`config.mk`:
```
export PLATFORM = sky130hd
export DESIGN_NAME = puf_response_collector
export DESIGN_NICKNAME = d
export VERILOG_FILES = /design/src/rtl/puf_response_collector.sv
export SDC_FILE = /design/constraint.sdc
export NUM_CORES = 1
export LEC_CHECK = 0
export CORE_MARGIN = 2
export CORE_UTILIZATION = 30
export DETAILED_ROUTE_END_ITERATION = 7
export GPL_ROUTABILITY_DRIVEN = 1
export PLACE_DENSITY = 0.55
export SYNTH_ARGS = -nofsm -noshare
export SYNTH_HDL_FRONTEND = slang
export SYNTH_SLANG_ARGS = --single-unit
```
`constraint.sdc`:
```
create_clock -name clk -period 3.62 [get_ports clk]
set_input_delay 0.543 -clock clk [delete_from_list [all_inputs] [get_ports clk]]
set_output_delay 0.543 -clock clk [all_outputs]
set_load 0.02 [all_outputs]
```
`src/rtl/puf_response_collector.sv`:
```
// Arbiter-PUF challenge sequencer and response capture.
// LFSR challenges, timed launch/settle/sample, MSB-first response.
module puf_response_collector #(
    parameter int RESP_BITS     = 32,
    parameter int SETTLE_CYCLES = 4
) (
    input  logic                 clk,
    input  logic                 rst_n,
    input  logic                 start,
    input  logic [63:0]          seed,
    input  logic                 arb_out,
    output logic [63:0]          challenge,
    output logic                 launch,
    output logic                 arb_enable,
    output logic [RESP_BITS-1:0] response,
    output logic                 busy,
    output logic                 done
);
    localparam int BW = $clog2(RESP_BITS);
    localparam int SW = $clog2(SETTLE_CYCLES + 1);
    localparam logic [BW-1:0] BIT_LAST = BW'(RESP_BITS - 1);
    localparam logic [SW-1:0] SET_LAST = SW'(SETTLE_CYCLES - 1);

    typedef enum logic [2:0] {
        IDLE,
        LAUNCH,
        SETTLE,
        SAMPLE,
        ADVANCE,
        DONE
    } state_t;

    state_t               state;
    logic [BW-1:0]        bit_cnt;
    logic [SW-1:0]        settle_cnt;
    logic [RESP_BITS-1:0] shreg;
    logic [RESP_BITS-1:0] shreg_nxt;
    logic                 fb;

    assign shreg_nxt = {shreg[RESP_BITS-2:0], arb_out};
    // x^64 + x^63 + x^61 + x^60 + 1
    assign fb = challenge[63] ^ challenge[62]
              ^ challenge[60] ^ challenge[59];

    always_ff @(posedge clk or negedge rst_n) begin
        if (!rst_n) begin
            state      <= IDLE;
            bit_cnt    <= '0;
            settle_cnt <= '0;
            shreg      <= '0;
            challenge  <= '0;
            launch     <= 1'b0;
            arb_enable <= 1'b0;
            response   <= '0;
            busy       <= 1'b0;
            done       <= 1'b0;
        end else begin
            unique case (state)
                IDLE: begin
                    if (start) begin
                        // all-zero would lock the LFSR
                        challenge <= (seed == 64'd0) ? 64'd1 : seed;
                        bit_cnt   <= '0;
                        shreg     <= '0;
                        launch    <= 1'b1;
                        busy      <= 1'b1;
                        state     <= LAUNCH;
                    end
                end
                LAUNCH: begin
                    launch     <= 1'b0;
                    settle_cnt <= '0;
                    state      <= SETTLE;
                end
                SETTLE: begin
                    if (settle_cnt == SET_LAST) begin
                        arb_enable <= 1'b1;
                        state      <= SAMPLE;
                    end else begin
                        settle_cnt <= settle_cnt + 1'b1;
                    end
                end
                SAMPLE: begin
                    arb_enable <= 1'b0;
                    shreg      <= shreg_nxt;
                    if (bit_cnt == BIT_LAST) begin
                        response <= shreg_nxt;
                        done     <= 1'b1;
                        state    <= DONE;
                    end else begin
                        state <= ADVANCE;
                    end
                end
                ADVANCE: begin
                    challenge <= {challenge[62:0], fb};
                    bit_cnt   <= bit_cnt + 1'b1;
                    launch    <= 1'b1;
                    state     <= LAUNCH;
                end
                DONE: begin
                    done  <= 1'b0;
                    busy  <= 1'b0;
                    state <= IDLE;
                end
                default: state <= IDLE;
            endcase
        end
    end

endmodule

```
==> results of run 1 <==
## report_power, final
group	total (mW)	internal [mW]	switching, mW
registers	2.42	2.01	0.412
clock network	1.74	1.02	0.713
logic	2.40	1.05	1.35
## path summary, 6_finish.rpt
kind	to	slack, ns	cells after the start
min in group clk	bit_cnt[3]$_DFFE_PN0P_	0.46	1
worst min-delay path	response[24]$_DFFE_PN0P_	0.11	1
max in group asynchronous	challenge[31]$_DFFE_PN0P_	2.69	2
worst max-delay path	response[7]$_DFFE_PN0P_	1.15	7
worst min register to register	bit_cnt[3]$_DFFE_PN0P_	0.46	1
worst max register to register	response[7]$_DFFE_PN0P_	1.15	7
## state kept, by name, indices dropped and copies added, names as in the netlist
register / flops
challenge: 64
response: 32
shreg: 31
bit_cnt: 5
settle_cnt: 3
state: 3
arb_enable: 1
busy: 1
done: 1
launch: 1
## area by class of cell
type	instances	area, um^2
Timing Repair Buffer	175	1745
Fill cell	1822	10990
Tap cell	265	331.6
Inverter	3	11.26
Multi-Input combinational cell	402	2242
Sequential cell	142	3553
Clock inverter	15	163.9
Clock buffer	17	425.4
## logic make-up after synthesis
| logic type | count (synthesis) |
|---|---|
| AND/OR/NAND/NOR | 242 |
| buffers and inverters | 40 |
| adder cells (fa/ha/maj) | 4 |
| AO/OA/AOI/OAI | 120 |
| flip-flops | 142 |
| multiplexers | 33 |
| XOR/XNOR | 3 |
## placed cells by master (no fill, tap or decap), types with 3 or more instances in the layout
master / synthesis / layout
a21oi_1: 6 / 6
a22oi_1: 64 / 64
buf_4: 3 / 7
clkbuf_16: 0 / 17
clkdlybuf4s50_1: 0 / 166
clkinv_4: 0 / 3
clkinvlp_4: 0 / 4
dfrtp_1: 142 / 142
ha_1: 4 / 4
inv_6: 0 / 3
mux2_1: 3 / 3
mux2_2: 29 / 29
nand2_1: 203 / 203
nand2b_1: 3 / 3
nand4_1: 5 / 5
nor2_1: 6 / 5
nor3_1: 3 / 3
nor4_1: 17 / 17
o21ai_0: 41 / 41
o21ai_1: 4 / 4
xnor2_1: 3 / 3
## through the flow
step	power [mW]	worst slack [ns]	utilization, %
2_1_floorplan	3.690	1.831	-
3_3_place_gp	4.815	1.139	40.51
3_5_place_dp	4.863	1.081	40.51
4_1_cts	6.643	1.153	43.54
5_1_grt	6.968	0.9604	43.54
6_report	6.554	1.150	43.54
## layer usage
layer  vias up  part of all wire [%]
li1       2334                     -
met1      2349                    48
met2       154                    44
met3        18                   6.0
met4         0                   1.6
met5         -                     0
## worst reg2reg max path, stage by stage, from the launching register on
cell and delay (ns):
dfrtp_1 0.50, nor2b_2 0.22, nand2_1 0.07, buf_4 0.32, inv_2 0.32, nand2_1 0.15
buf_4 0.38, mux2_2 0.40
==> qor.yml, run 1 <==
floorplan:
  ioPinCount: 168
  rows: 51
  die_h_um: 144.9
  start_util_pct: 30.61
  die-area_um2: 21000
  core-area_um2: 19460
  die_width_um: 144.9
hold_path:
  min_path_type: "primary input to async pin"
worst_setup_path:
  crit_family: "buffers and inverters"
  startpoint_type: "flip-flop"
  critPathKind: "flip-flop to flip-flop"
  path_buf_inv: 3
  crit_fanout: 34
  cp.arrival_ns: 2.77
  crit_path_end_kind: "flip-flop"
  crit_required_ns: 3.92
  cp_cell_sequence: "nor2b_2, nand2_1, buf_4, inv_2, nand2_1, buf_4, mux2_2"
  cpPeakStageDelay_ns: 0.50
  cp-startpoint: "state[1]$_DFFE_PN0P_"
  r2r_start: "state[1]$_DFFE_PN0P_"
  crit_slowest_cell: "dfrtp_1"
synth:
  synth_cell_types: 29
  synthTopCellsByArea: "dfrtp_1, nand2_1, a22oi_1, mux2_2, o21ai_0"
  synthTopCellsByCount: "nand2_1, dfrtp_1, a22oi_1"
  syn_area_um2: 5957
  ys_warn_count: 0
  synth_seq_cells: 142
  synth_fp_nets: 656
  ys_seq_area_share_pct: 59.65
  synthFlopType: "dfrtp_1"
  netlist.area_leader.share_pct: 59.65
  yosysMostFrequentCell: "nand2_1"
  synth_xor_area_share_pct: 0.4411
  synth_edf_count: 0
  synth_mux_area_share_pct: 6.217
  synthAdderAreaFrac_pct: 0.8402
  synth-simple-area-share_pct: 16.97
  syn_inst: 584
  synth.avg_cell_area_um2: 10.20
  synthArstFlopShare_pct: 100.0
  synth_compound_area_share_pct: 12.96
  synth_largest_area_cell: "dfrtp_1"
  synth_top_family_by_area: "simple AND/OR/NAND/NOR gates"
global_routing:
  grt_use_met1_pct: 22.54
  grtUsageMet3_pct: 4.717
  grt_overflow: 0
  grt.busiest_layer: "met2"
  grt_max_degree: 78
  antenna_found_initial: 0
  grt_util_met2_pct: 23.17
  grt_usage_pct: 15.82
  grt_pass1_vias: 4936
  grt_pass1_wl_um: 26920
cts:
  cts.sinks: 142
  h-tree-depth: 4
  cts_hold_buf: 0
  clock_latency_ns: 0.42
  clk_pin_slew_ns: 0.06
  root_buffer: "clkbuf_16"
  cts_resized: 0
  numCtsBuffers: 17
  cts_tree: "done"
  postCtsSetupBuffers: 0
  cts_buffer_depth: 2
sta:
  tightest_slew_ns: 0.7473
  setup_viol: 0
  slew_viol_final: 0
  max_slew_margin_pct: 50.18
  rsz0062_at_grt: "no"
  clock_skew_ns: 0.01094
  whs_ns: 0.1118
  min_period_over_period_pct: 68.23
  finalCriticalPeriod_ns: 2.470
  hold_viol_final: 0
  finalSetupTns_ns: 0
  max_freq_mhz: 404.9
placed_design:
  placed_area_um2: 7884
  hpwl_um: 11070
  portBuffers: 167
  dp.cells: 987
  place_congestion: 0.8310
routing:
  drtIter0Drc: 317
  drt-wirelength-per-cell_um: 15.74
  drc: 0
  vias: 4855
  firstDrtPassIters: 5
  post_drt_via_cell_ratio: 4.764
  drtAntennaViolNets: 0
  wirelength_um: 16040
power:
  power_leakage_nw: 3.553
  ir_drop_v: 0.0003202
  power_density_nw_per_um2: 773.5
outcome:
  status: "completed"
finish:
  drive_above_1_share_pct: 10.08
  syn_to_final_growth_pct: 42.24
  n_antenna_cell: 0
  final_cell_area_um2: 8473
  fin_nets: 813
  stdcell_count: 1019
job:
  cap_violations: 0
(Power assumes the default switching activity.)
==> run 2: changes to the inputs <==
==> constraint.sdc (replaced) <==
create_clock -name clk -period 2.45 [get_ports clk]
set_input_delay 0.3675 -clock clk [delete_from_list [all_inputs] [get_ports clk]]
set_output_delay 0.3675 -clock clk [all_outputs]
set_load 0.02 [all_outputs]
==> qor.yml, run 2 (synthesized netlist as in run 1, its figures left out) <==
power:
  power.clock.fraction_pct: 27.5  # +1.0 points
  power_leakage_nw: 3.612  # +1.7%
  swShare_pct: 37.05  # -0.74 points
  p_seq_share_pct: 36.0  # -0.9 points
  ir_drop_v: 0.0006435  # +100%
  power_density_nw_per_um2: 1152  # +49%
  comb_power_share_pct: 36.5  # about the same
  internal-power_mw: 6.235  # +53%
  p_switching_mw: 3.670  # +48%
job:
  cap_violations: 0  # unchanged
finish:
  syn_to_final_growth_pct: 44.38
  n_antenna_cell: 0  # unchanged
  largest_register_ffs: 64  # unchanged
  drive_above_1_share_pct: 10.30  # +0.22 points
  final_cell_mix: "nand2_1, clkdlybuf4s50_1, dfrtp_1"
  fin_nets: 816  # +0.37%
  fillCellCount: 1859  # +2.0%
  largest_register: "challenge"
  reg_top3: "challenge: 64 flops, response: 32 flops, shreg: 31 flops"
  ff_latch_area_um2: 3553  # unchanged
  multi_input_area_um2: 2242  # unchanged
  final_util_pct: 44.19  # +0.66 points
  layout_commonest_cell: "nand2_1"
cts:
  cts.sinks: 142  # unchanged
  cts_tree: "done"
  cts_hold_buf: 1  # +1
  postCtsSetupBuffers: 0  # unchanged
  cts_buffer_depth: 2  # unchanged
  cts_resized: 0  # unchanged
  numCtsBuffers: 17  # unchanged
  h-tree-depth: 4  # unchanged
  root_buffer: "clkbuf_16"
  clock_latency_ns: 0.41  # about the same
  clk_pin_slew_ns: 0.06  # about the same
worst_setup_path:
  r2r_start: "bit_cnt[0]$_DFFE_PN0P_"
  critPathKind: "flip-flop to output pin"
  crit_slowest_cell: "clkdlybuf4s50_1"
  startpoint_type: "flip-flop"
  crit_required_ns: 2.08  # -1.84 ns
  cpPeakStageDelay_ns: 0.64  # +0.14 ns
  cp.arrival_ns: 1.49  # -1.28 ns
  cp-startpoint: "challenge[11]$_DFFE_PN0P_"
  crit_fanout: 3  # -91%
  crit_family: "buffers and inverters"
  cp_cell_sequence: "clkdlybuf4s50_1"
  crit_path_end_kind: "output pin"
  path_buf_inv: 1  # -2
floorplan:
  ioPinCount: 168  # unchanged
  rows: 51  # unchanged
  die_width_um: 144.9  # unchanged
  die_h_um: 144.9  # unchanged
  start_util_pct: 30.61  # unchanged
  die-area_um2: 21000  # unchanged
  core-area_um2: 19460  # unchanged
routing:
  drtAntennaViolNets: 0  # unchanged
  vias: 4970  # +2.4%
  wirelength_um: 16420  # +2.4%
  post_drt_via_cell_ratio: 4.863  # +2.1%
  firstDrtPassIters: 5  # unchanged
  drt-wirelength-per-cell_um: 16.07  # +2.1%
  drtIter0Drc: 252  # -21%
  drc: 0  # unchanged
hold_path:
  min_path_type: "flip-flop to flip-flop"
  min_from: "bit_cnt[3]$_DFFE_PN0P_"
sta:
  min_period_over_period_pct: 75.92
  setup_viol: 0  # unchanged
  whs_ns: 0.4755  # +0.3637 ns
  hold_viol_final: 0  # unchanged
  clock_skew_ns: 0.009309  # -0.001634 ns
  tightest_slew_ns: 0.5910  # -0.1564 ns
  finalSetupTns_ns: 0  # unchanged
  setup_ws_ns: 0.5898  # -0.5603 ns
  max_freq_mhz: 537.6
  finalCriticalPeriod_ns: 1.860
  slew_viol_final: 0  # unchanged
  max_slew_margin_pct: 60.60  # +10 points
  rsz0062_at_grt: "no"
global_routing:
  grt_overflow: 0  # unchanged
  grt_usage_pct: 15.96  # +0.14 points
  grt_max_degree: 71  # -9.0%
  grt_pass1_wl_um: 27100  # +0.67%
  antenna_found_initial: 0  # unchanged
  grt_pass1_vias: 5051  # +2.3%
outcome:
  status: "completed"
placed_design:
  portBuffers: 167  # unchanged
  pre_cts_ws_ns: 0.3122  # -0.7692 ns
  hpwl_um: 11090  # +0.16%
  place_congestion: 0.7926  # -4.6%
-- run 2: final cells by class --
| class | instances | share of cell area, % |
|---|---|---|
| clock buffers | 19 | 5.266 |
| clock inverters | 13 | 2.051 |
| inverters | 3 | 0.1309 |
| multi-input cells | 402 | 26.07 |
| flip-flops and latches | 142 | 41.32 |
| well taps | 265 | 3.855 |
| repair buffers | 178 | 21.31 |
-- run 2: power by group through the flow --
stage	Combinational (mW)	Sequential, mW	Clock (mW)
final	3.62	3.57	2.72
after global routing	3.95	3.67	2.91
after CTS	3.67	3.57	2.80
after detailed placement	3.66	3.59	0
after global placement	3.59	3.58	0
after floorplan	1.39	4.07	0
-- run 2: worst paths after layout --
check | to | slack [ns] | depth (start not counted)
max in group asynchronous | challenge[8]$_DFFE_PN0P_ | 1.26 | 3
hold / removal | bit_cnt[3]$_DFFE_PN0P_ | 0.48 | 1
min in group asynchronous | settle_cnt[1]$_DFFE_PN0P_ | 0.52 | 2
hold reg to reg | bit_cnt[3]$_DFFE_PN0P_ | 0.48 | 1
setup reg to reg | response[10]$_DFFE_PN0P_ | 0.59 | 6
setup / recovery | challenge[11] | 0.59 | 1
-- run 2: through the flow --
stage | instances | area (um^2) | power [mW]
after floorplan | 584 | 5957 | 5.452
after global placement | 989 | 7961 | 7.173
after detailed placement | 989 | 7961 | 7.252
after CTS | 1022 | 8601 | 10.04
after global routing | 1022 | 8601 | 10.53
final | 1022 | 8601 | 9.906
-- run 2: routing by layer --
layer	vias to the layer above	part of all wire [%]	global-route usage, %
met5	-	0	0
met4	0	0.99	3.861
met3	14	6.5	5.409
met2	170	47	25.36
met1	2437	46	21.06
li1	2349	-	-
==> run 3: changes to the inputs <==
--- a/config.mk
+++ b/config.mk
@@ -9,7 +9,7 @@
 export CORE_UTILIZATION = 30
 export DETAILED_ROUTE_END_ITERATION = 7
 export GPL_ROUTABILITY_DRIVEN = 1
-export PLACE_DENSITY = 0.55
+export PLACE_DENSITY = 0.57
 export SYNTH_ARGS = -nofsm -noshare
 export SYNTH_HDL_FRONTEND = slang
 export SYNTH_SLANG_ARGS = --single-unit
==> constraint.sdc (replaced) <==
create_clock -name clk -period 1.7 [get_ports clk]
set_input_delay 0.255 -clock clk [delete_from_list [all_inputs] [get_ports clk]]
set_output_delay 0.255 -clock clk [all_outputs]
set_load 0.02 [all_outputs]
==> qor.yml, run 3 (synthesized netlist as in run 1, its figures left out) <==
outcome:
  status: "completed"
finish:
  multi_input_area_um2: 2295  # +2.3%
  final_util_pct: 46.75  # +2.6 points
  drive_above_1_share_pct: 15.56  # +5.3 points
  fin_nets: 857  # +5.0%
  fillCellCount: 1792  # -3.6%
  largest_register_ffs: 64  # unchanged
  syn_to_final_growth_pct: 52.74
  n_antenna_cell: 0  # unchanged
  ff_latch_area_um2: 3555  # about the same
  stdcell_count: 1062  # +3.9%
  largest_register: "challenge"
  reg_top3: "challenge: 64 flops, response: 32 flops, shreg: 31 flops"
  final_cell_mix: "nand2_1, dfrtp_1, clkdlybuf4s50_1"
  layout_commonest_cell: "nand2_1"
worst_setup_path:
  cp.arrival_ns: 1.97  # +0.48 ns
  cp_cell_sequence: "ha_2, and3_4, ha_4, nand2_4, buf_8, mux2_2"
  cp-startpoint: "bit_cnt[1]$_DFFE_PN0P_"
  crit_path_end_kind: "flip-flop"
  r2r_slack_ns: 0.03  # -0.56 ns
  cpPeakStageDelay_ns: 0.38  # -0.26 ns
  r2r_end: "response[26]$_DFFE_PN0P_"
  crit_fanout: 10  # +7
  crit_slowest_cell: "dfrtp_1"
  r2r_start: "bit_cnt[1]$_DFFE_PN0P_"
  rr_worst_depth: 6  # unchanged
  startpoint_type: "flip-flop"
  crit_required_ns: 2.00  # -0.08 ns
  critPathKind: "flip-flop to flip-flop"
cts:
  numCtsBuffers: 17  # unchanged
  root_buffer: "clkbuf_16"
  h-tree-depth: 4  # unchanged
  cts_buffer_depth: 2  # unchanged
  cts.sinks: 142  # unchanged
  clk_pin_slew_ns: 0.06  # about the same
  cts_tree: "done"
  clock_latency_ns: 0.42  # about the same
floorplan:
  ioPinCount: 168  # unchanged
  core-area_um2: 19460  # unchanged
  die_width_um: 144.9  # unchanged
  rows: 51  # unchanged
  die-area_um2: 21000  # unchanged
  die_h_um: 144.9  # unchanged
  start_util_pct: 30.61  # unchanged
routing:
  drtIter0Drc: 261  # +3.6%
  firstDrtPassIters: 5  # unchanged
  drt-wirelength-per-cell_um: 16.29  # +1.4%
  vias: 5149  # +3.6%
  drtAntennaViolNets: 0  # unchanged
  drc: 0  # unchanged
  wirelength_um: 17300  # +5.4%
  post_drt_via_cell_ratio: 4.848  # -0.30%
sta:
  slew_viol_final: 0  # unchanged
  clock_skew_ns: 0.009957  # +0.0006475 ns
  finalCriticalPeriod_ns: 1.670
  setup_viol: 0  # unchanged
  max_slew_margin_pct: 65.83  # +5.2 points
  max_freq_mhz: 598.7
  hold_viol_final: 0  # unchanged
  tightest_slew_ns: 0.5125  # -0.07846 ns
  whs_ns: 0.3532  # -0.1223 ns
  min_period_over_period_pct: 98.25
hold_path:
  min_path_type: "primary input to async pin"
global_routing:
  grt_pass1_vias: 5336  # +5.6%
  grt_max_degree: 51  # -28%
  grt_pass1_wl_um: 28370  # +4.7%
  grt_usage_pct: 16.66  # +0.70 points
  grt_overflow: 0  # unchanged
  antenna_found_initial: 0  # unchanged
placed_design:
  hpwl_um: 12020  # +8.4%
  dp.cells: 1025  # +3.6%
  portBuffers: 167  # unchanged
  place_congestion: 0.7872  # -0.68%
power:
  power_leakage_nw: 4.395  # +22%
  ir_drop_v: 0.0009413  # +46%
  power_density_nw_per_um2: 1548  # +34%
job:
  cap_violations: 0  # unchanged
==> run 3: changes by cell type in the layout (fill, tap and decap cells not counted), moves of 3 or more <==
cell,before,now
dlygate4sd2_1,0,26
mux2_4,0,5
dlymetal6s2s_1,0,45
inv_6,5,2
buf_4,4,37
clkdlybuf4s50_1,166,95
mux2_2,29,24
buf_12,6,10
==> run 3: how the worst max path moves through the flow <==
stage	endpoint
after floorplan	response[10]$_DFFE_PN0P_
after global placement	challenge[0]$_DFFE_PN0P_
after detailed placement	challenge[0]$_DFFE_PN0P_
after CTS	challenge[36]
after global routing	response[21]
final	response[26]$_DFFE_PN0P_
==> run 3: layer usage <==
layer,vias up,track usage (%),wire length [um]
met5,-,0,0
met3,10,5.157,996
met1,2551,21.94,7855
met2,161,26.55,8329
met4,0,4.703,122
li1,2427,-,-
==> run 3: critical path, delay by kind of cell (launching register included) <==
family / cells / cell delay (ns)
simple gates: 2 / 0.32
flops: 1 / 0.38
mux: 1 / 0.34
buf+inv: 1 / 0.16
fa+ha+maj: 2 / 0.35
==> run 3: area by class of cell <==
| type | instances | share of cell area, % |
|---|---|---|
| Inverter | 3 | 0.1238 |
| Clock inverter | 12 | 1.499 |
| Sequential cell | 142 | 39.07 |
| Tap cell | 265 | 3.644 |
| Clock buffer | 19 | 4.978 |
| Multi-Input combinational cell | 402 | 25.22 |
| Timing Repair Buffer | 219 | 25.47 |
==> run 3: power by group <==
part	total, mW	switching, mW	internal [mW]
logic	5.31	3.05	2.26
registers	5.07	0.794	4.28
clock network	3.71	1.47	2.24
==> run 3: timing repair <==
item,4_1_cts,5_1_grt
hold endpoints to repair,45,0
pin swaps,0,1
endpoints found under the setup margin,58,94
setup buffers,0,2
resized for setup,29,56
hold buffers,1,0
cloned,0,3
==> run 3: through the flow <==
stage	power [mW]	area, um^2	TNS [ns]	setup WS [ns]
after floorplan	7.858	5971	-0.4779	-0.02390
after global placement	10.61	8284	-0.7567	-0.3525
after detailed placement	10.75	8284	-1.346	-0.3661
after CTS	14.32	8862	0	0.0004364
after global routing	14.96	9099	-0.02280	-0.006837
final	14.09	9099	0	0.02967
==> variant 1 (config.mk and constraints of run 1) <==
Change the parameter `RESP_BITS` from 32 to 64.
--- a/src/rtl/puf_response_collector.sv
+++ b/src/rtl/puf_response_collector.sv
@@ -1,7 +1,7 @@
 // Arbiter-PUF challenge sequencer and response capture.
 // LFSR challenges, timed launch/settle/sample, MSB-first response.
 module puf_response_collector #(
-    parameter int RESP_BITS     = 32,
+    parameter int RESP_BITS     = 64,
     parameter int SETTLE_CYCLES = 4
 ) (
     input  logic                 clk,
Interface: changed (resized response); port bits go from 168 to 200. The function was not compared with the original's and may differ.
==> variant 1 against run 1 <==
Worst hold slack got worse by 0.047 ns. First-iteration DRC count up 24%. Routed wire length is 40% higher. Synthesized area rose by 43%. Count of clock-buffer cells in the layout increased by 10. Sequential cell count increased by 65. Global-route usage decreased by 0.59 points. Design area is 38% higher. Fmax shrank 6.2%. Setup slack got worse by 0.16 ns. Cell count increased by 35%. Power grew 30%. Core utilization down 1.5 points. Largest cell class unchanged.
==> variant 1: results (changes against run 1) <==
[route]
vias=6580  ; +36%
first_iter_violations=393  ; +24%
postRouteWirelength_mm=22.39  ; +40%

[logic_synthesis]
mappedNetlistNets=866  ; +32%
synth_sequential_area_ratio_pct=61.00  ; +1.3 points
ys_types=36  ; +24%
synth-warning-count=0  ; unchanged
post_synth_main_area_contributors=sky130_fd_sc_hd__dfrtp_1, sky130_fd_sc_hd__nand2_1, sky130_fd_sc_hd__a22oi_1, sky130_fd_sc_hd__mux2_1, sky130_fd_sc_hd__nand3_1

[clock_network]
numCtsBuffers=24  ; +7
clkLatencyLatePin_ns=0.51  ; +0.09 ns
htree_num_levels=1  ; -3
cts_buffer_depth=3  ; +1

[outcome]
outcome=finished clean

[placed_design]
port_buffers=199  ; +19%
globalplace.congestion=0.8074  ; -2.8%
dpl.hpwl_mm=14.43  ; +30%

[sta]
finalClockSkew_ns=0.01152  ; +0.0005746 ns
slew_headroom_pct=49.82  ; -0.36 points

[global_routing]
grt_max_degree=83  ; +6.4%
groute.usage.overall_pct=15.23  ; -0.59 points
grt_pass1_vias=6685  ; +35%

[cells_and_area]
biggestRegsByFlops=challenge x64, response x64, shreg x63
design.final.nets=1048  ; +29%

[pwr]
cellLeakagePower_nw=5.624  ; +58%
power_density_nw_per_um2=728.9  ; -5.8%

[setup_path]
cp.arrival_ns=3.03  ; +0.26 ns
regToRegSetupSlack_ns=0.99  ; -0.16 ns
critical_path_endpoint=response[16]
crit_path_max_fanout=59  ; +74%
max_stage_delay_ns=0.60  ; +0.10 ns

-- variant 1: logic make-up (layout without fill, tap and decap cells) --
logic type | after synthesis | in the layout | synth area share (%)
buf+inv | 58 | 258 | 3.521
compound gates | 90 | 90 | 7.500
xor+xnor | 5 | 5 | 0.5157
flops | 207 | 207 | 61.00
fa+ha+maj | 3 | 3 | 0.4421
mux | 65 | 65 | 8.619
simple gates | 367 | 367 | 18.40
-- variant 1: through the flow --
step	hold slack (ns)	util [%]	power (mW)	setup slack, ns	cells
detailed placement	0.4739	38.85	5.887	0.9668	1329
CTS	0.09921	42.03	8.652	0.9545	1373
global route	0.1060	42.03	9.031	0.7792	1373
floorplan	0.2474	-	4.629	1.945	795
finish	0.06528	42.03	8.536	0.9863	1373
global placement	0.4631	38.85	5.875	1.033	1329
-- variant 1: area by class of cell --
type	count	area [µm²]
clock inverter	17	242.7
fill	2658	16150
clock buffer	27	643.1
sequential	207	5180
timing repair buffer	209	2108
inverter	5	18.77
multi-input combinational	530	3044
tap	378	473.0
-- variant 1: power breakdown --
part | internal, mW | total, mW | switching [mW] | leakage (nW)
Clock | 1.71 | 2.70 | 0.993 | 0.445
Sequential | 2.75 | 3.19 | 0.443 | 2.77
Combinational | 1.10 | 2.65 | 1.55 | 2.41
-- variant 1: worst max-delay path: cells and delay by family (launching register included) --
kind / cells / cell delay (ns)
buf+inv: 1 / 0.37
flops: 1 / 0.60
mux: 1 / 0.38
simple gates: 3 / 1.12
-- variant 1: how the worst min path moves through the flow --
| stage | slack [ns] | end | start |
|---|---|---|---|
| floorplan | 0.25 | arb_enable | rst_n |
| global route | 0.11 | response[49] | rst_n |
| global placement | 0.46 | bit_cnt[5] | bit_cnt[5] |
| detailed placement | 0.47 | response[46] | response[46] |
| CTS | 0.1 | shreg[48] | rst_n |
| finish | 0.07 | response[50] | rst_n |
-- variant 1: per-layer routing --
metal / vias to the layer above / wire, µm / GRT usage (%)
li1: 3097 / - / -
met1: 3223 / 10120 / 20.46
met2: 223 / 9762 / 23.17
met3: 37 / 1912 / 4.990
met4: 0 / 588 / 5.152
met5: - / 0 / 0
==> variant 2 (config.mk and constraints of run 1) <==
Made on the original files. Re-encode `state_t` (6 states) as one-hot, 6 bits wide.
--- a/src/rtl/puf_response_collector.sv
+++ b/src/rtl/puf_response_collector.sv
@@ -21,13 +21,13 @@
     localparam logic [BW-1:0] BIT_LAST = BW'(RESP_BITS - 1);
     localparam logic [SW-1:0] SET_LAST = SW'(SETTLE_CYCLES - 1);
 
-    typedef enum logic [2:0] {
-        IDLE,
-        LAUNCH,
-        SETTLE,
-        SAMPLE,
-        ADVANCE,
-        DONE
+    typedef enum logic [5:0] {
+        IDLE    = 6'b000001,
+        LAUNCH  = 6'b000010,
+        SETTLE  = 6'b000100,
+        SAMPLE  = 6'b001000,
+        ADVANCE = 6'b010000,
+        DONE    = 6'b100000
     } state_t;
 
     state_t               state;
Behaviour: no difference found for any inputs over 10 cycles, from zero or initial values and one cycle with rst_n low; not proved beyond that.
==> variant 2 against run 1 <==
Sequential cell count grew 3. Critical path type unchanged. Fmax grew 1.5%. Synthesized area grew 3.8%. Setup slack gained 0.036 ns. Design area grew 3.1%. Worst hold slack gained 0.027 ns. Largest power group unchanged. Clock skew is essentially flat. Power shrank 2.7%. Routed wire length grew 14%. Largest cell class unchanged. Clock power grew 3%. Core utilization shrank 0.35 points. First-iteration DRC count grew 49%. Sequential share of layout area shrank 0.40 points.
==> variant 2: results (changes against run 1) <==
[outcome]
outcome=finished clean

[hold_path]
min-delay-path-class=input port to async pin

[cells_and_area]
antenna-diode-count=1  ; +1
final.signal_inverter_count=6  ; +3
area_share_clock_buf_inv_pct=6.887  ; -0.068 points
final_util_pct=43.19  ; -0.35 points
layout-drive-gt1-share_pct=10.48  ; +0.40 points
design.final.nets=814  ; +0.12%
layout.filler_cells=1937  ; +6.3%
comb.multi_input.count=396  ; -1.5%
register_area_um2=3630  ; +2.1%
sequential_cell_total=145  ; +2.1%
area_delta_synth_final_pct=41.38
multiInputGateArea_um2=2354  ; +5.0%
buffer_area_share_pct=20.49  ; -0.11 points
num-clock-buffers=19  ; +2
share_of_the_final_layout_cell_area_in_sequential_cells_pct=41.54  ; -0.40 points
buffers=176  ; +0.57%

[setup_path]
max_stage_delay_ns=0.62  ; +0.12 ns
reg2reg_depth=5  ; -2
worst_r2r_startpoint=state[5]
crit-reg2reg-capture=shreg[25]
cp.arrival_ns=2.73  ; -0.04 ns
regToRegSetupSlack_ns=1.19  ; +0.04 ns
crit_path_max_fanout=54  ; +59%
critical_path.slowest_cell=sky130_fd_sc_hd__nand3_4
worst_path_dominant_cell_family=simple AND/OR/NAND/NOR gates
cp-startpoint=state[5]

[route]
postRouteWirelength_mm=18.26  ; +14%
viasPerCell=5.049  ; +6.0%
firstDrtPassIters=7  ; +2
first_iter_violations=473  ; +49%

[logic_synthesis]
synth.top_cells.by_count=sky130_fd_sc_hd__dfrtp_1, sky130_fd_sc_hd__nand2_1, sky130_fd_sc_hd__nand3_1, sky130_fd_sc_hd__a22oi_1, sky130_fd_sc_hd__mux2_2
mappedNetlistNets=664  ; +1.2%
post_synth_main_area_contributors=sky130_fd_sc_hd__dfrtp_1, sky130_fd_sc_hd__nand3_1, sky130_fd_sc_hd__nand2_1, sky130_fd_sc_hd__a22oi_1, sky130_fd_sc_hd__mux2_2
ys_types=35  ; +21%
synth_sequential_area_ratio_pct=58.72  ; -0.93 points

[global_routing]
grt_max_degree=78  ; unchanged
antenna_found_initial=1  ; +1
groute.usage.overall_pct=17.00  ; +1.2 points
grt_pass1_vias=5293  ; +7.2%
grt_pass1_wl_mm=29.15  ; +8.3%

[placed_design]
dpl.hpwl_mm=12.14  ; +9.7%
dpl_cell_area_um2=8134  ; +3.2%
globalplace.congestion=0.7886  ; -5.1%

[clock_network]
clk_tree_root_cell=sky130_fd_sc_hd__clkbuf_16
post-cts-setup-buffers=0  ; unchanged
clkLatencyLatePin_ns=0.42  ; about the same

[sta]
slew_headroom_pct=46.65  ; -3.5 points
finalClockSkew_ns=0.01093  ; -0.00001730 ns
holdWs_ns=0.1385  ; +0.02672 ns

[pwr]
max-vdd-ir-drop_mv=0.3708  ; +16%
cellLeakagePower_nw=4.057  ; +14%

## variant 2: cell count changes after synthesis, moves of 4 or more
cell,run 1,this run
sky130_fd_sc_hd__nand3_1,0,101
sky130_fd_sc_hd__nand2_1,203,130
sky130_fd_sc_hd__o21ai_0,41,5
sky130_fd_sc_hd__a21oi_1,6,0
sky130_fd_sc_hd__clkbuf_1,24,28
sky130_fd_sc_hd__inv_1,2,6
sky130_fd_sc_hd__mux2_2,29,33
## variant 2: worst reg2reg max path, cell delays in order (launching register included)
cell and delay [ns]:
sky130_fd_sc_hd__dfrtp_1 0.48, sky130_fd_sc_hd__nor4_2 0.53, sky130_fd_sc_hd__nand3_4 0.62, sky130_fd_sc_hd__buf_12 0.49
sky130_fd_sc_hd__nand3_1 0.14, sky130_fd_sc_hd__nand2_1 0.06
## variant 2: cells by family after synthesis
kind of cell             count (synthesis)  synth area share, %
AO/OA/AOI/OAI                           81                9.494
XOR/XNOR                                 4               0.5669
adder cells (fa/ha/maj)                  4               0.8097
buffers and inverters                   51                3.421
flip-flops                             145                58.72
multiplexers                            35                6.336
AND/OR/NAND/NOR                        272                20.65
## variant 2: stage by stage
stage | total power [mW] | setup WS, ns | std cells
after global placement | 4.574 | 1.105 | 993
after global routing | 6.754 | 0.9870 | 1025
after detailed placement | 4.630 | 1.115 | 993
after CTS | 6.454 | 1.210 | 1024
final | 6.377 | 1.186 | 1025
after floorplan | 3.471 | 1.792 | 592
## variant 2: metal layers
layer  vias up  wire, µm  track usage, %
met2       168      8638           26.02
met5         -         0               0
met1      2571      8133           23.03
met4         0       284           6.490
li1       2419         -               -
met3        17      1201           4.691
## variant 2: where the power goes
group | internal (mW) | switching [mW] | total (mW)
Sequential | 2.00 | 0.347 | 2.35
Clock | 1.10 | 0.689 | 1.79
Combinational | 0.996 | 1.24 | 2.23
